**src/rtl/lcd_pkg.sv**
```systemverilog
`default_nettype none
// ============================================================================
// Module      : lcd_pkg
// Description : Shared types and HD44780 command constants for lcd_text_writer.
// Revision    : 1.0 - initial release
// ============================================================================
package lcd_pkg;

    typedef enum logic [2:0] {
        ST_PWRUP = 3'd0,
        ST_INIT  = 3'd1,
        ST_CFG   = 3'd2,
        ST_IDLE  = 3'd3,
        ST_ADDR0 = 3'd4,
        ST_ROW0  = 3'd5,
        ST_ADDR1 = 3'd6,
        ST_ROW1  = 3'd7
    } state_t;

    typedef enum logic [1:0] {
        ACT_START = 2'd0,
        ACT_TX    = 2'd1,
        ACT_GAP   = 2'd2
    } act_t;

    typedef enum logic [1:0] {
        PH_IDLE  = 2'd0,
        PH_SETUP = 2'd1,
        PH_HIGH  = 2'd2,
        PH_HOLD  = 2'd3
    } phase_t;

    localparam logic [7:0] C_CMD_FUNC  = 8'h28;
    localparam logic [7:0] C_CMD_ENTRY = 8'h06;
    localparam logic [7:0] C_CMD_DISP  = 8'h0C;
    localparam logic [7:0] C_CMD_CLEAR = 8'h01;
    localparam logic [7:0] C_CMD_ADDR0 = 8'h80;
    localparam logic [7:0] C_CMD_ADDR1 = 8'hC0;
    localparam logic [3:0] C_INIT_NIB3 = 4'h3;
    localparam logic [3:0] C_INIT_NIB2 = 4'h2;

    function automatic logic [7:0] cfg_byte(input logic [1:0] i);
        logic [7:0] b;
        case (i)
            2'd0:    b = C_CMD_FUNC;
            2'd1:    b = C_CMD_ENTRY;
            2'd2:    b = C_CMD_DISP;
            default: b = C_CMD_CLEAR;
        endcase
        return b;
    endfunction

    // Char 0 sits in the top byte, so the bit base is 8 * (31 - idx).
    function automatic logic [7:0] char_at(input logic [255:0] frame, input logic [4:0] idx);
        return frame[{~idx, 3'b000} +: 8];
    endfunction

endpackage
`default_nettype wire

```
**src/rtl/lcd_nibble_tx.sv**
```systemverilog
`default_nettype none
// ============================================================================
// Module      : lcd_nibble_tx
// Description : Emits one 4-bit HD44780 strobe: setup, e-high, hold phases.
// Revision    : 1.0 - initial release
// ============================================================================
module lcd_nibble_tx
    import lcd_pkg::*;
#(
    parameter int EN_CYC = 12
) (
    input  logic       clk,
    input  logic       rst,
    input  logic       start,
    input  logic       rs,
    input  logic [3:0] nib,
    output logic       done,
    output logic       lcd_e,
    output logic       lcd_rs,
    output logic [3:0] lcd_d
);

    localparam int C_CNT_W = (EN_CYC > 1) ? $clog2(EN_CYC) : 1;
    localparam logic [C_CNT_W-1:0] C_CNT_LD = C_CNT_W'(EN_CYC - 1);

    phase_t             phase_q, phase_d;
    logic [C_CNT_W-1:0] cnt_q, cnt_d;
    logic               e_q, e_d;
    logic               rs_q, rs_d;
    logic [3:0]         d_q, d_d;

    // A start accepted on the last hold cycle chains straight into the next setup.
    assign done = (phase_q == PH_HOLD) && (cnt_q == '0);

    always_comb begin
        phase_d = phase_q;
        cnt_d   = cnt_q;
        rs_d    = rs_q;
        d_d     = d_q;
        if (phase_q != PH_IDLE) begin
            if (cnt_q != '0) begin
                cnt_d = cnt_q - 1'b1;
            end else begin
                cnt_d = C_CNT_LD;
                case (phase_q)
                    PH_SETUP: phase_d = PH_HIGH;
                    PH_HIGH:  phase_d = PH_HOLD;
                    default:  phase_d = PH_IDLE;
                endcase
            end
        end
        if (start && (phase_q == PH_IDLE || done)) begin
            phase_d = PH_SETUP;
            cnt_d   = C_CNT_LD;
            rs_d    = rs;
            d_d     = nib;
        end
        e_d = (phase_d == PH_HIGH);
    end

    always_ff @(posedge clk) begin
        if (rst) begin
            phase_q <= PH_IDLE;
            cnt_q   <= '0;
            e_q     <= 1'b0;
            rs_q    <= 1'b0;
            d_q     <= 4'h0;
        end else begin
            phase_q <= phase_d;
            cnt_q   <= cnt_d;
            e_q     <= e_d;
            rs_q    <= rs_d;
            d_q     <= d_d;
        end
    end

    assign lcd_e  = e_q;
    assign lcd_rs = rs_q;
    assign lcd_d  = d_q;

endmodule
`default_nettype wire

```
**src/rtl/lcd_text_writer.sv**
```systemverilog
`default_nettype none
// ============================================================================
// Module      : lcd_text_writer
// Description : Initialises a 16x2 HD44780 in 4-bit mode and redraws 32 chars.
// Revision    : 1.0 - initial release
// ============================================================================
module lcd_text_writer
    import lcd_pkg::*;
#(
    parameter int PWRUP_CYC = 750000,
    parameter int EN_CYC    = 12,
    parameter int CMD_CYC   = 2500,
    parameter int CLR_CYC   = 100000
) (
    input  logic         clk,
    input  logic         rst,
    input  logic         refresh,
    input  logic [255:0] text,
    output logic         lcd_rs,
    output logic         lcd_rw,
    output logic         lcd_e,
    output logic [3:0]   lcd_d,
    output logic         busy
);

    localparam int C_GAP_MAX = (PWRUP_CYC > CLR_CYC) ? PWRUP_CYC : CLR_CYC;
    localparam int C_GAP_W   = (C_GAP_MAX > 1) ? $clog2(C_GAP_MAX) : 1;
    localparam logic [C_GAP_W-1:0] C_PWRUP_LD = C_GAP_W'(PWRUP_CYC - 1);
    localparam logic [C_GAP_W-1:0] C_CLR_LD   = C_GAP_W'(CLR_CYC - 1);
    localparam logic [C_GAP_W-1:0] C_CMD_LD   = C_GAP_W'(CMD_CYC - 1);

    state_t             state_q, state_d;
    act_t               act_q, act_d;
    logic [C_GAP_W-1:0] gap_q, gap_d;
    logic [4:0]         idx_q, idx_d;
    logic               lo_q, lo_d;
    logic               pend_q, pend_d;
    logic [255:0]       snap_q, snap_d;
    logic               busy_q, busy_d;

    logic               w_start, w_done, w_go, w_last;
    logic               w_is_byte, w_rs;
    logic [7:0]         w_byte;
    logic [3:0]         w_nib;
    logic [C_GAP_W-1:0] w_gap_ld;

    always_comb begin
        w_is_byte = (state_q != ST_INIT);
        w_rs      = (state_q == ST_ROW0) || (state_q == ST_ROW1);
        case (state_q)
            ST_CFG:           w_byte = cfg_byte(idx_q[1:0]);
            ST_ADDR0:         w_byte = C_CMD_ADDR0;
            ST_ADDR1:         w_byte = C_CMD_ADDR1;
            ST_ROW0, ST_ROW1: w_byte = char_at(snap_q, idx_q);
            default:          w_byte = 8'h00;
        endcase
        // The only start issued while a nibble is in flight is the low half of a byte.
        if (!w_is_byte)
            w_nib = (idx_q == 5'd3) ? C_INIT_NIB2 : C_INIT_NIB3;
        else
            w_nib = (act_q == ACT_TX) ? w_byte[3:0] : w_byte[7:4];
        if ((state_q == ST_INIT && idx_q != 5'd3) || (state_q == ST_CFG && idx_q == 5'd3))
            w_gap_ld = C_CLR_LD;
        else
            w_gap_ld = C_CMD_LD;
    end

    always_comb begin
        state_d = state_q;
        act_d   = act_q;
        gap_d   = gap_q;
        idx_d   = idx_q;
        lo_d    = lo_q;
        pend_d  = pend_q | (refresh & (state_q != ST_IDLE));
        snap_d  = snap_q;
        w_start = 1'b0;
        w_last  = 1'b0;
        case (act_q)
            ACT_START: begin
                if (state_q == ST_PWRUP) begin
                    gap_d = C_PWRUP_LD;
                    act_d = ACT_GAP;
                end else if (state_q != ST_IDLE) begin
                    w_start = 1'b1;
                    act_d   = ACT_TX;
                end
            end
            ACT_TX: begin
                if (w_done) begin
                    if (w_is_byte && !lo_q) begin
                        w_start = 1'b1;
                        lo_d    = 1'b1;
                    end else begin
                        lo_d  = 1'b0;
                        gap_d = w_gap_ld;
                        act_d = ACT_GAP;
                    end
                end
            end
            ACT_GAP: begin
                if (gap_q != '0) begin
                    gap_d = gap_q - 1'b1;
                end else begin
                    act_d = ACT_START;
                    case (state_q)
                        ST_PWRUP: begin
                            state_d = ST_INIT;
                            idx_d   = 5'd0;
                        end
                        ST_INIT: begin
                            if (idx_q == 5'd3) begin
                                state_d = ST_CFG;
                                idx_d   = 5'd0;
                            end else begin
                                idx_d = idx_q + 5'd1;
                            end
                        end
                        ST_CFG: begin
                            if (idx_q == 5'd3) w_last = 1'b1;
                            else               idx_d  = idx_q + 5'd1;
                        end
                        ST_ADDR0: begin
                            state_d = ST_ROW0;
                            idx_d   = 5'd0;
                        end
                        ST_ROW0: begin
                            if (idx_q == 5'd15) state_d = ST_ADDR1;
                            idx_d = idx_q + 5'd1;
                        end
                        ST_ADDR1: state_d = ST_ROW1;
                        ST_ROW1: begin
                            if (idx_q == 5'd31) w_last = 1'b1;
                            else                idx_d  = idx_q + 5'd1;
                        end
                        default: ;
                    endcase
                end
            end
            default: act_d = ACT_START;
        endcase

        // A pending request at the end of CFG or a frame skips IDLE entirely.
        w_go = (refresh || pend_q) && ((state_q == ST_IDLE) || w_last);
        if (w_go) begin
            state_d = ST_ADDR0;
            act_d   = ACT_START;
            idx_d   = 5'd0;
            pend_d  = 1'b0;
            snap_d  = text;
        end else if (w_last) begin
            state_d = ST_IDLE;
        end
        busy_d = (state_d != ST_IDLE);
    end

    always_ff @(posedge clk) begin
        if (rst) begin
            state_q <= ST_PWRUP;
            act_q   <= ACT_START;
            gap_q   <= '0;
            idx_q   <= 5'd0;
            lo_q    <= 1'b0;
            pend_q  <= 1'b0;
            snap_q  <= '0;
            busy_q  <= 1'b1;
        end else begin
            state_q <= state_d;
            act_q   <= act_d;
            gap_q   <= gap_d;
            idx_q   <= idx_d;
            lo_q    <= lo_d;
            pend_q  <= pend_d;
            snap_q  <= snap_d;
            busy_q  <= busy_d;
        end
    end

    lcd_nibble_tx #(
        .EN_CYC (EN_CYC)
    ) u_tx (
        .clk    (clk),
        .rst    (rst),
        .start  (w_start),
        .rs     (w_rs),
        .nib    (w_nib),
        .done   (w_done),
        .lcd_e  (lcd_e),
        .lcd_rs (lcd_rs),
        .lcd_d  (lcd_d)
    );

    assign lcd_rw = 1'b0;
    assign busy   = busy_q;

endmodule
`default_nettype wire

```
**config.mk**
```make
export PLATFORM = sky130hd
export DESIGN_NAME = lcd_text_writer
export DESIGN_NICKNAME = d
export VERILOG_FILES = /design/src/rtl/lcd_pkg.sv /design/src/rtl/lcd_nibble_tx.sv /design/src/rtl/lcd_text_writer.sv
export SDC_FILE = /design/constraint.sdc
export NUM_CORES = 1
export LEC_CHECK = 0
export CORE_MARGIN = 3
export CORE_UTILIZATION = 59
export CTS_CLUSTER_SIZE = 10
export DETAILED_ROUTE_END_ITERATION = 7
export GPL_ROUTABILITY_DRIVEN = 0
export PLACE_DENSITY = 0.95
export SYNTH_ARGS = -nofsm -noshare
export SYNTH_HDL_FRONTEND = slang
export SYNTH_SLANG_ARGS = --single-unit
```
**constraint.sdc**
```tcl
create_clock -name clk -period 4.8 [get_ports clk]
set_clock_uncertainty 0.1 [all_clocks]
set_input_delay 0.72 -clock clk [delete_from_list [all_inputs] [get_ports clk]]
set_output_delay 0.72 -clock clk [all_outputs]
set_load 0.05 [all_outputs]
```
# After elaboration in Yosys (flattened, before gate mapping)
# Cells that the tools add are included.
# totals
out_inout_bits,8
ff_bits,301
# op_classes
eq_ne,30
n_mux,45
bitwise,4
n_shift,1
addsub,3
n_reduce_logical,31
# op_table
op,count
256-bit by 9-bit variable part select with 8-bit output,1
20-bit 2-to-1 mux,4
20-bit case mux with 3 select lines,1
8-bit case mux with 4 select lines,1
5-bit case mux with 5 select lines,1
4-bit 2-to-1 mux,5
20-bit nonzero test,1
"20-bit by 1-bit subtractor with 20-bit output, second input constant",1
3-bit 2-to-1 mux,6
6-bit case mux with 3 select lines,1
17-bit 2-to-1 mux,1
2-bit 2-to-1 mux,8
5-bit 2-to-1 mux,3
3-bit case mux with 5 select lines,1
"3-bit == test, second input constant",4
"2-bit != test, second input constant",6
"2-bit == test, second input constant",5
5-bit AND reduction,2
1-bit 2-to-1 mux,9
2-bit OR reduction,4
"2-bit by 1-bit == test with 1-bit output, second input constant",3
"3-bit by 2-bit == test with 1-bit output, second input constant",2
1-bit logical AND,6
2-bit zero test,3
other kinds (28),35

# Depth between registers and ports, before layout
# Gate-level depths: netlist of run 1.
# depth
ltp_word,9
ltp_mapped,14
mapped_depth_nobuf,9

# Cells and area by module
# Synthesis of run 1 repeated with hierarchy kept, for this count alone.
# unflattened
cells_unflattened,1652
hier_area_um2,14184.9
# by_module_without_submodules
module,n_inst,area_per_inst_um2,cells_per_inst
lcd_text_writer,1,13529.2,1589
lcd_nibble_tx,1,655.6,63

# Worst setup path after synthesis of run 1
# No wires, ideal clock.
# synth_path
path_kind,reg-to-reg
start,reg idx_q[2]
end,reg snap_q[119]
path_slack_ps,1978
arrival_time_ps,2650
n_path_buf,6
stages_incl_launch_ff,15
setup_time_ps,72
t_required_ps,4628
period_less_slack_ps,2822
path_cell_list,dfxtp_1 buf_2 buf_1 clkbuf_1 and3_1 ha_1 nand3_1 o31ai_1 nand2_1 o21ai_2 o21a_1 buf_6 buf_6 buf_8 mux2i_1
# synth_via
elab_chain_len,7
elab_cells_between_ends,9
cone_classes,2 x eq/ne; 5 x mux; 2 x reduce/logical
# synth_lines
element,line,rtl
start: declaration,lcd_text_writer.sv:35,"logic [4:0] idx_q, idx_d;"
start signal: assignment,lcd_text_writer.sv:170,idx_q <= idx_d;
5-bit == test or 5-bit by 2-bit == test with 1-bit output (tied branches),"lcd_text_writer.sv:132, lcd_text_writer.sv:119",
1-bit 2-to-1 mux (on tied branches),"lcd_text_writer.sv:132, lcd_text_writer.sv:119",
1-bit case mux with 2 select lines (*),lcd_text_writer.sv:105,case (state_q)
1-bit 2-to-1 mux (*),lcd_text_writer.sv:101,if (gap_q != '0) begin
1-bit 2-to-1 mux (*),lcd_text_writer.sv:78,case (act_q)
1-bit logical OR (*),lcd_text_writer.sv:143,w_go = (refresh || pend_q) && ((state_q == ST_IDLE) || w_last);
1-bit logical AND (*),lcd_text_writer.sv:143,
end signal: assignment,lcd_text_writer.sv:173,snap_q <= snap_d;
end: declaration,lcd_text_writer.sv:38,"logic [255:0] snap_q, snap_d;"
# Every way passes the cells marked *; elsewhere a longest branch is shown, timed or not.
# A chain may end at the register's enable or synchronous reset.

# Final worst setup path of run 1
# layout_path
start,reg gap_q[0]
end,reg snap_q[231]
# layout_via
elab_chain_len,5
# layout_lines
element,line,rtl
start: declaration,lcd_text_writer.sv:34,"logic [C_GAP_W-1:0] gap_q, gap_d;"
start signal: assignment,lcd_text_writer.sv:169,gap_q <= gap_d;
20-bit nonzero test,lcd_text_writer.sv:101,
1-bit 2-to-1 mux,lcd_text_writer.sv:101,
1-bit 2-to-1 mux,lcd_text_writer.sv:78,
1-bit logical OR,lcd_text_writer.sv:143,
1-bit logical AND,lcd_text_writer.sv:143,
# No other way between the ends.

==> results of run 1 <==
## per-layer routing
metal  up-vias  share of wire (%)
met4         2                6.5
met2       661                 48
met3       196                7.6
met5         -              0.029
met1      6255                 38
li1       6124                  -
## cells in the mapped netlist (4+ instances only)
library cell	number	area share, %
o221ai_1	9	0.48
ha_1	16	1.2
a21oi_1	50	1.5
inv_1	18	0.41
mux2i_1	288	17
nor4_1	6	0.23
nand3b_1	6	0.27
clkbuf_1	81	1.8
and3_1	5	0.19
buf_12	22	2.7
mux2_2	11	0.75
or3_1	5	0.19
buf_1	5	0.11
nand3_1	20	0.60
buf_2	15	0.45
a311oi_1	4	0.21
o31ai_1	4	0.18
nand2b_1	516	19
dfxtp_1	301	36
nor2_1	52	1.2
buf_4	4	0.18
a31oi_1	6	0.23
buf_8	4	0.36
o21ai_0	35	1.1
o22ai_1	4	0.15
a211oi_1	6	0.27
mux4_2	49	6.7
nand2_1	35	0.79
nor2b_1	8	0.30
nand4_1	5	0.19
nor3_1	20	0.60
a221oi_1	4	0.21
## registers in the layout (all words and copies together) (netlist names)
register / cells
busy: 1
gap_q: 20
u_tx.lcd_rs: 1
pend_q: 1
u_tx.lcd_d: 4
state_q: 3
u_tx.cnt_q: 4
u_tx.phase_q: 2
lo_q: 1
idx_q: 5
u_tx.lcd_e: 1
act_q: 2
snap_q: 256
## per-stage QoR
stage | worst slack [ns] | hold WS (ns) | util [%]
finish | 1.25 | 0.371 | 73.6
CTS | 1.26 | 0.374 | 73.6
global placement | 1.39 | 0.355 | 69.9
detailed placement | 1.26 | 0.359 | 69.9
floorplan | 1.98 | 0.345 | -
global route | 1.01 | 0.386 | 73.6
## tightest hold or removal path, stage by stage, from the launching register on
cell,delay (ns)
dfxtp_1,0.30
nand2b_1,0.06
mux2i_1,0.06
## power groups by stage
stage	combinational (W)	sequential [W]	clock, W
6_report	0.000550	0.00254	0.00245
4_1_cts	0.000544	0.00254	0.00246
3_5_place_dp	0.000537	0.00259	0
2_1_floorplan	0.000255	0.00259	0
5_1_grt	0.000588	0.00254	0.00256
3_3_place_gp	0.000525	0.00259	0
## how the worst min path moves through the flow
stage,end,slack [ns],depth (start not counted)
6_report,snap_q[1]$_SDFFE_PP0P_,0.37,2
5_1_grt,snap_q[11]$_SDFFE_PP0P_,0.39,2
4_1_cts,snap_q[9]$_SDFFE_PP0P_,0.37,2
3_5_place_dp,snap_q[96]$_SDFFE_PP0P_,0.36,2
3_3_place_gp,snap_q[89]$_SDFFE_PP0P_,0.35,2
2_1_floorplan,snap_q[192]$_SDFFE_PP0P_,0.35,2
## kinds of logic after synthesis
| family | after synthesis |
|---|---|
| muxes | 348 |
| other | 1 |
| xor gates and xnor gates | 6 |
| and+or+nand+nor | 701 |
| buffers and inverters | 153 |
| DFF | 301 |
| adders and majority gates | 16 |
| AOI/OAI and AO/OA | 152 |
## cell type report
type / instances / area, sq um / share of cell area, %
clock buffers: 43 / 990 / 4.94
flip-flops and latches: 301 / 6030 / 30.1
multi-input cells: 1224 / 9530 / 47.5
clock inverters: 2 / 21.3 / 0.106
well taps: 372 / 465 / 2.32
diodes: 2 / 5.00 / 0.0250
repair buffers: 283 / 2930 / 14.6
inverters: 20 / 75.1 / 0.374
==> reports/metrics.cfg, run 1 <==
[run_status]
status = finished clean

[worst_setup_path]
worst-path-stages = 9
reg2reg_depth = 9
cp.buffers_inverters = 2
crit_path_end_kind = flip-flop
r2r_slack_ns = 1.25
crit_family = simple AND/OR/NAND/NOR gates
crit_chain = inv_1, ha_1, nor3b_2, and4b_1, nand3_2, o21ai_2, o21a_4, buf_4, mux2i_1
slowest_stage = o21a_4
crit_path_max_fanout = 38
crit_start = gap_q[0]$_SDFFE_PP0P_
startpoint_type = flip-flop
crit_type = reg2reg
critPathArrivalTime_ns = 3.90
r2r_end = snap_q[231]$_SDFFE_PP0P_
critPathRequiredTime_ns = 5.15
cp-endpoint = snap_q[231]$_SDFFE_PP0P_
max_stage_delay_ns = 0.69
worstReg2RegStart = gap_q[0]$_SDFFE_PP0P_

[power_and_ir_drop]
p_leak_nw = 6.65
p_sw_w = 0.00126
switching_share_pct = 22.8
power.density_cell_area_mw_per_mm2 = 276
power_frac_clock_pct = 44.2
peakVddDrop_uv = 250
fin_total_pwr_w = 0.00554
power_frac_comb_pct = 9.9
intPower_w = 0.00428
p_seq_share_pct = 45.9

[drt]
wl_per_cell_um = 20.1
viasPerCell = 5.89
finalWirelength_mm = 45.3
vias = 13200
drc = 0
drt-pass1-iter-count = 6
ant_nets = 0
drt-initial-drc-count = 1639

[logic_synthesis]
avgSynthCellArea_sq_um = 9.88
ys.flop_type = dfxtp_1
synth_mux_area_share_pct = 24.8
synth_edf_count = 0
ys_ff_latch = 301
synthSimpleGateAreaFrac_pct = 25.3
synthAdderAreaFrac_pct = 1.21
synthCells = 1678
yosys_warnings = 0
synthXorXnorAreaFrac_pct = 0.317
synth_compound_area_share_pct = 5.82
synth_top_family_by_area = simple AND/OR/NAND/NOR gates
synth_nets = 1953
synth_area_sq_mm = 0.0166
yosysSeqAreaShare_pct = 36.3
ys_types = 68
async_flop_share_pct = 0

[finish]
fillerInstances = 1703
fin_area_sq_mm = 0.0201
drive_above_1_share_pct = 7.26
layout_commonest_cell = nand2b_1
final_cell_mix = nand2b_1 (516), dfxtp_1 (299), mux2i_1 (288), clkdlybuf4s50_1 (264), nor2_1 (52)
synthToLayoutAreaGrowth_pct = 21.0
fin_nets = 2141
stdcell_count = 2247

[global_route]
antenna_found_initial = 3
grt-ovfl-total = 0
grt_pass1_vias = 13600
grt_use_met3_pct = 5.23
grt_use_total_pct = 29.1
grt_first_pass_wirelength_mm = 71.3
top_usage_layer = met2
grtUsageMet2_pct = 48.5
grt_util_met1_pct = 35.4
grt_max_degree = 246

[sta]
worst_slew_pin_slew_ns = 1.10
setup-tns-final_ns = 0
finalCritPeriodShare_pct = 74.1
slew_violations = 0
timing.fmax_ghz = 0.281
hold_viol_final = 0
rsz0062_at_grt = no
slew-limit-headroom_pct = 26.6
setup_viol = 0
fin_crit_ns = 3.55

[clock_tree]
cts_resized = 0
insertion_delay_ns = 0.52
clock_path_buffers = 3
numCtsBuffers = 36
post_cts_buffers = 0
cts_root_buffer = clkbuf_16
cts_tree = done
htree_levels = 2
cts_sinks = 301
cts_hold_buf = 0
path_clk_slew_ns = 0.05

[floorplanning]
dieArea_sq_mm = 0.0301
die_y_um = 174
num_rows = 60
initial_utilization_pct = 60.8
coreArea_sq_mm = 0.0273
dieWidth_um = 174
pin_count = 267

[placement]
placed_cell_area_sq_mm = 0.0190
dp.cells = 2200
dp_hpwl_mm = 31.4
port_buffers = 265

[run]
maxCapViolations = 0

[min_path]
hold_path_class = reg2reg
min_from = snap_q[1]$_SDFFE_PP0P_

No activity file was read; power rests on OpenSTA's default activity.
==> run 2, diff against run 1 <==
--- a/config.mk
+++ b/config.mk
@@ -6,11 +6,11 @@
 export NUM_CORES = 1
 export LEC_CHECK = 0
 export CORE_MARGIN = 3
-export CORE_UTILIZATION = 59
+export CORE_UTILIZATION = 55
 export CTS_CLUSTER_SIZE = 10
 export DETAILED_ROUTE_END_ITERATION = 7
 export GPL_ROUTABILITY_DRIVEN = 0
-export PLACE_DENSITY = 0.95
+export PLACE_DENSITY = 0.93
 export SYNTH_ARGS = -nofsm -noshare
 export SYNTH_HDL_FRONTEND = slang
 export SYNTH_SLANG_ARGS = --single-unit
==> constraint.sdc (replaced) <==
create_clock -name clk -period 3.5 [get_ports clk]
set_clock_uncertainty 0.1 [all_clocks]
set_input_delay 0.525 -clock clk [delete_from_list [all_inputs] [get_ports clk]]
set_output_delay 0.525 -clock clk [all_outputs]
set_load 0.05 [all_outputs]
==> run 2 against run 1 <==
Critical path type unchanged. Die area grew 7.0%. Sequential share of layout area shrank 0.052 points. Fmax grew 9.5%. Clock-buffer cell count is the same. Largest power group unchanged. Clock power grew 37%. Utilization shrank 4.7 points.
==> reports/metrics.cfg, run 2 (same netlist as run 1, synthesis figures left out) <==
[sta]
finalCritPeriodShare_pct = 92.7  ; was 74.1%
fin_crit_ns = 3.25  ; was 3.55 ns
worst_slew_pin_slew_ns = 0.780  ; was 1.10 ns
setup_viol = 0  ; unchanged
setup-tns-final_ns = 0  ; unchanged
rsz0062_at_grt = no  ; unchanged
slew_violations = 0  ; unchanged
slew-limit-headroom_pct = 48.0  ; was 26.6%
timing.fmax_ghz = 0.308  ; was 0.281 GHz
hold_viol_final = 0  ; unchanged

[finish]
regArea_sq_mm = 0.00603  ; unchanged
largest_reg_flops = 256  ; unchanged
largest-register = snap_q  ; unchanged
fin_nets = 2151  ; was 2141
top_regs = snap_q: 256 flops, gap_q: 20 flops, idx_q: 5 flops  ; unchanged
multiInputGateArea_sq_mm = 0.00953  ; unchanged
synthToLayoutAreaGrowth_pct = 21.2  ; was 21.0%
layout_commonest_cell = nand2b_1  ; unchanged
fillerInstances = 2038  ; was 1703
final_cell_mix = nand2b_1 (516), dfxtp_1 (299), mux2i_1 (288), clkdlybuf4s50_1 (264), nor2_1 (52)  ; unchanged
drive_above_1_share_pct = 7.70  ; was 7.26%
final_core_util_pct = 68.9  ; was 73.6%

[power_and_ir_drop]
p_seq_share_pct = 45.8  ; was 45.9%
intPower_w = 0.00589  ; was 0.00428 W
power_frac_clock_pct = 44.2  ; about the same
p_sw_w = 0.00172  ; was 0.00126 W
power_frac_comb_pct = 10.1  ; was 9.9%
peakVddDrop_uv = 265  ; was 250 uV
power.density_cell_area_mw_per_mm2 = 379  ; was 276 mW/mm^2
p_leak_nw = 6.68  ; was 6.65 nW
switching_share_pct = 22.6  ; was 22.8%

[global_route]
grt_use_total_pct = 26.4  ; was 29.1%
grt_pass1_vias = 13300  ; was 13600
grt_first_pass_wirelength_mm = 70.1  ; was 71.3 mm
antenna_found_initial = 2  ; was 3
grt-ovfl-total = 0  ; unchanged
grt_max_degree = 161  ; was 246

[worst_setup_path]
startpoint_type = flip-flop  ; unchanged
critPathRequiredTime_ns = 3.83  ; was 5.15 ns
cp_common_cell = buf_12
crit_family = simple AND/OR/NAND/NOR gates  ; unchanged
critPathArrivalTime_ns = 3.57  ; was 3.90 ns
max_stage_delay_ns = 0.59  ; was 0.69 ns
worst-path-stages = 9  ; unchanged
crit_path_end_kind = flip-flop  ; unchanged
cp.buffers_inverters = 2  ; unchanged
slowest_stage = or4b_1  ; was o21a_4
crit_type = reg2reg  ; unchanged
crit_path_max_fanout = 32  ; was 38
crit_chain = ha_1, or4b_1, o31ai_1, nand2_1, o21ai_2, o21a_4, buf_12, buf_12, mux2i_1  ; was inv_1, ha_1, nor3b_2, and4b_1, nand3_2, o21ai_2, o21a_4, buf_4, mux2i_1
reg2reg_depth = 9  ; unchanged

[clock_tree]
cts_sinks = 301  ; unchanged
cts_resized = 0  ; unchanged
cts_root_buffer = clkbuf_16  ; unchanged
insertion_delay_ns = 0.52  ; about the same
numCtsBuffers = 36  ; unchanged
clock_path_buffers = 3  ; unchanged
cts_hold_buf = 0  ; unchanged
htree_levels = 2  ; unchanged
path_clk_slew_ns = 0.06  ; was 0.05 ns
cts_tree = done  ; unchanged
post_cts_buffers = 0  ; unchanged

[drt]
drt-initial-drc-count = 1380  ; was 1639
wl_per_cell_um = 19.7  ; was 20.1 um
drc = 0  ; unchanged
viasPerCell = 5.80  ; was 5.89
drt-pass1-iter-count = 8  ; was 6
finalWirelength_mm = 44.7  ; was 45.3 mm
vias = 13200  ; about the same
ant_nets = 0  ; unchanged

[floorplanning]
dieArea_sq_mm = 0.0323  ; was 0.0301 sq mm
num_rows = 62  ; was 60
initial_utilization_pct = 56.8  ; was 60.8%
pin_count = 267  ; unchanged
dieWidth_um = 180  ; was 174 um
coreArea_sq_mm = 0.0292  ; was 0.0273 sq mm
die_y_um = 180  ; was 174 um

[run]
maxCapViolations = 0  ; unchanged

[placement]
dp_hpwl_mm = 31.6  ; was 31.4 mm
port_buffers = 265  ; unchanged

[run_status]
status = finished clean  ; unchanged

[min_path]
hold_path_class = reg2reg  ; unchanged
hold_depth = 2  ; unchanged

-- run 2: cell count changes in the layout (fill, tap and decap cells not counted), sizes merged --
cell / change
buf: +10
bufinv: +1
inv: +2
clkinv: -2
-- run 2: final cells by class --
type | count | share of cell area, %
inverter | 20 | 0.374
multi-input combinational | 1224 | 47.5
tap | 384 | 2.39
clock buffer | 43 | 4.77
antenna | 2 | 0.0249
timing repair buffer | 293 | 14.7
sequential | 301 | 30.0
clock inverter | 3 | 0.237
-- run 2: final timing paths --
path                       startpoint                       end  slack (ns)
max             idx_q[1]$_SDFFE_PP0P_   snap_q[52]$_SDFFE_PP0P_        0.25
min          snap_q[156]$_SDFFE_PP0P_  snap_q[156]$_SDFFE_PP0P_        0.37
max reg2reg     idx_q[1]$_SDFFE_PP0P_   snap_q[52]$_SDFFE_PP0P_        0.25
min reg2reg  snap_q[156]$_SDFFE_PP0P_  snap_q[156]$_SDFFE_PP0P_        0.37
-- run 2: power groups by stage --
stage / Sequential [W] / Clock [W] / Combinational [W]
6_report: 0.00348 / 0.00336 / 0.000764
5_1_grt: 0.00348 / 0.00352 / 0.000820
4_1_cts: 0.00348 / 0.00338 / 0.000760
3_5_place_dp: 0.00355 / 0 / 0.000753
3_3_place_gp: 0.00355 / 0 / 0.000737
2_1_floorplan: 0.00355 / 0 / 0.000350
-- run 2: through the flow --
stage | hold WS [ns] | setup slack (ns) | area [sq um] | cells | total power, W
after global placement | 0.354 | 0.502 | 19100 | 2222 | 0.00429
after CTS | 0.371 | 0.283 | 20100 | 2268 | 0.00762
after global routing | 0.385 | 0.145 | 20100 | 2270 | 0.00782
after detailed placement | 0.360 | 0.378 | 19100 | 2222 | 0.00431
final | 0.370 | 0.255 | 20100 | 2270 | 0.00760
after floorplan | 0.345 | 0.678 | 16600 | 1678 | 0.00390
-- run 2: per-layer routing --
layer	GRT usage (%)	up-vias	share of wire (%)
li1	-	6152	-
met4	12.8	0	5.0
met3	4.79	139	7.2
met5	0	-	0
met1	32.8	6267	39
met2	44.5	604	49
-- run 2: worst register-to-register path, cell delays in order, from the launching register on --
cell and delay [ns]:
dfxtp_4 0.54, ha_1 0.33, or4b_1 0.59, o31ai_1 0.24, nand2_1 0.11, o21ai_2 0.23, o21a_4 0.24, buf_12 0.22
buf_12 0.29, mux2i_1 0.28
==> run 3, diff against run 2 <==
--- a/config.mk
+++ b/config.mk
@@ -7,9 +7,9 @@
 export LEC_CHECK = 0
 export CORE_MARGIN = 3
 export CORE_UTILIZATION = 55
-export CTS_CLUSTER_SIZE = 10
 export DETAILED_ROUTE_END_ITERATION = 7
 export GPL_ROUTABILITY_DRIVEN = 0
+export GPL_TIMING_DRIVEN = 0
 export PLACE_DENSITY = 0.93
 export SYNTH_ARGS = -nofsm -noshare
 export SYNTH_HDL_FRONTEND = slang
==> run 3 against run 2 <==
Setup slack worse by 0.23 ns. First-iteration DRC count rose by 20%. Utilization is 2.4 points higher. Flip-flop and latch count unchanged. Critical path type unchanged. Cell area grew 3.4%. Non-clock buffer count up 101. The run now ends with design-rule violations left. Register-to-register slack lost 0.23 ns. Sequential share of layout area is 1.0 points lower.
==> reports/metrics.cfg, run 3 (same netlist as run 1, synthesis figures left out) <==
[sta]
slew-limit-headroom_pct = 48.5  ; was 48.0%
setup_ws_ns = 0.0204  ; was 0.255 ns
setup_viol = 0  ; unchanged
slew_violations = 0  ; unchanged
timing.fmax_ghz = 0.287  ; was 0.308 GHz
fin_crit_ns = 3.48  ; was 3.25 ns
finalCritPeriodShare_pct = 99.4  ; was 92.7%
setup-tns-final_ns = 0  ; unchanged
worst_slew_pin_slew_ns = 0.772  ; was 0.780 ns
hold_viol_final = 0  ; unchanged

[global_route]
grt_first_pass_wirelength_mm = 80.5  ; was 70.1 mm
grt_max_degree = 20  ; was 161
grt_use_total_pct = 31.2  ; was 26.4%
grt-ovfl-total = 0  ; unchanged
antenna_found_initial = 0  ; was 2
grt_pass1_vias = 14600  ; was 13300

[finish]
fillerInstances = 1994  ; was 2038
top_regs = snap_q: 256 flops, gap_q: 20 flops, idx_q: 5 flops  ; unchanged
synthToLayoutAreaGrowth_pct = 25.4  ; was 21.2%
drive_above_1_share_pct = 8.80  ; was 7.70%
n_antenna_cell = 0  ; was 2
fin_nets = 2250  ; was 2151
final_cell_mix = nand2b_1 (516), dfxtp_1 (301), mux2i_1 (288), clkdlybuf4s50_1 (264), clkbuf_1 (84)  ; was nand2b_1 (516), dfxtp_1 (299), mux2i_1 (288), clkdlybuf4s50_1 (264), nor2_1 (52)
layout_commonest_cell = nand2b_1  ; unchanged
largest-register = snap_q  ; unchanged
largest_reg_flops = 256  ; unchanged

[power_and_ir_drop]
power.density_cell_area_mw_per_mm2 = 374  ; was 379 mW/mm^2
peakVddDrop_uv = 294  ; was 265 uV
fin_total_pwr_w = 0.00776  ; was 0.00760 W
p_leak_nw = 6.98  ; was 6.68 nW

[clock_tree]
post_cts_buffers = 0  ; unchanged
cts_root_buffer = clkbuf_16  ; unchanged
numCtsBuffers = 34  ; was 36
insertion_delay_ns = 0.53  ; was 0.52 ns
cts_tree = done  ; unchanged
htree_levels = 2  ; unchanged
path_clk_slew_ns = 0.06  ; about the same
clock_path_buffers = 3  ; unchanged
cts_sinks = 301  ; unchanged

[min_path]
hold_path_class = reg2reg  ; unchanged

[drt]
drt-initial-drc-count = 1652  ; was 1380
vias = 14200  ; was 13200
drt-pass1-iter-count = 8  ; unchanged
ant_nets = 0  ; unchanged
wl_per_cell_um = 22.0  ; was 19.7 um
viasPerCell = 5.97  ; was 5.80
finalWirelength_mm = 52.4  ; was 44.7 mm
drc = 9  ; was 0

[floorplanning]
initial_utilization_pct = 56.8  ; unchanged
num_rows = 62  ; unchanged
pin_count = 267  ; unchanged
die_y_um = 180  ; unchanged
dieArea_sq_mm = 0.0323  ; unchanged
coreArea_sq_mm = 0.0292  ; unchanged
dieWidth_um = 180  ; unchanged

[run]
maxCapViolations = 0  ; unchanged

[worst_setup_path]
critPathArrivalTime_ns = 3.77  ; was 3.57 ns
critPathRequiredTime_ns = 3.79  ; was 3.83 ns
crit_path_end_kind = flip-flop  ; unchanged
crit_path_max_fanout = 10  ; was 32
startpoint_type = flip-flop  ; unchanged
crit_type = reg2reg  ; unchanged

[placement]
port_buffers = 264  ; was 265
pre_cts_ws_ns = -0.268  ; was 0.378 ns
dp_hpwl_mm = 38.6  ; was 31.6 mm

[run_status]
status = complete, but fails checks  ; was finished clean
violations = design-rule violations

==> run 3: where the power goes <==
part	switching (W)	internal, W	leakage (nW)	total, W
registers	0.0000292	0.00345	2.43	0.00348
logic	0.000347	0.000451	4.02	0.000798
clock network	0.00145	0.00204	0.538	0.00348
==> run 3: metrics by stage <==
step / hold WS, ns / util [%] / area [sq um] / std cells
2_1_floorplan: 0.345 / - / 16600 / 1678
3_3_place_gp: 0.355 / 67.5 / 19700 / 2326
3_5_place_dp: 0.361 / 67.5 / 19700 / 2326
4_1_cts: 0.374 / 71.2 / 20800 / 2385
5_1_grt: 0.387 / 71.2 / 20800 / 2383
6_report: 0.375 / 71.2 / 20800 / 2383
==> run 3: path summary, 6_finish.rpt <==
path	startpoint	slack (ns)	cells after the start	endpoint
max reg2reg	idx_q[1]$_SDFFE_PP0P_	0.02	10	u_tx.lcd_d[2]$_SDFFE_PP0P_
min reg2reg	snap_q[36]$_SDFFE_PP0P_	0.37	2	snap_q[36]$_SDFFE_PP0P_
max	idx_q[1]$_SDFFE_PP0P_	0.02	10	u_tx.lcd_d[2]$_SDFFE_PP0P_
min	snap_q[36]$_SDFFE_PP0P_	0.37	2	snap_q[36]$_SDFFE_PP0P_
==> run 3: routing by layer <==
metal / global-route usage (%) / routed length, um / vias up / share of wire, %
li1: - / - / 6356 / -
met1: 38.2 / 19600 / 6753 / 37
met2: 51.6 / 24500 / 863 / 47
met3: 6.06 / 4760 / 243 / 9.1
met4: 17.7 / 3480 / 0 / 6.6
met5: 0 / 0 / - / 0
==> run 3: worst max-delay path, stage by stage (launching register included) <==
cell and delay, ns:
dfxtp_1 0.37, buf_2 0.30, buf_2 0.42, clkbuf_4 0.40, buf_4 0.35, mux2i_1 0.31
o221ai_1 0.13, a221oi_1 0.44, a21oi_1 0.15, a221oi_1 0.29, a21oi_1 0.07
==> run 3: layout make-up <==
| type | count | area (sq um) | area share [%] |
|---|---|---|---|
| clock buffers | 46 | 977 | 4.70 |
| multi-input cells | 1224 | 9530 | 45.8 |
| well taps | 384 | 480 | 2.31 |
| clock inverters | 14 | 104 | 0.500 |
| plain buffers | 130 | 950 | 4.57 |
| inverters | 20 | 75.1 | 0.361 |
| flip-flops and latches | 301 | 6030 | 29.0 |
| repair buffers | 264 | 2640 | 12.7 |
==> run 3: what timing repair did <==
action	4_1_cts	5_1_grt
setup endpoints to repair	267	266
hold buffers	0	0
gates resized for setup	1	6
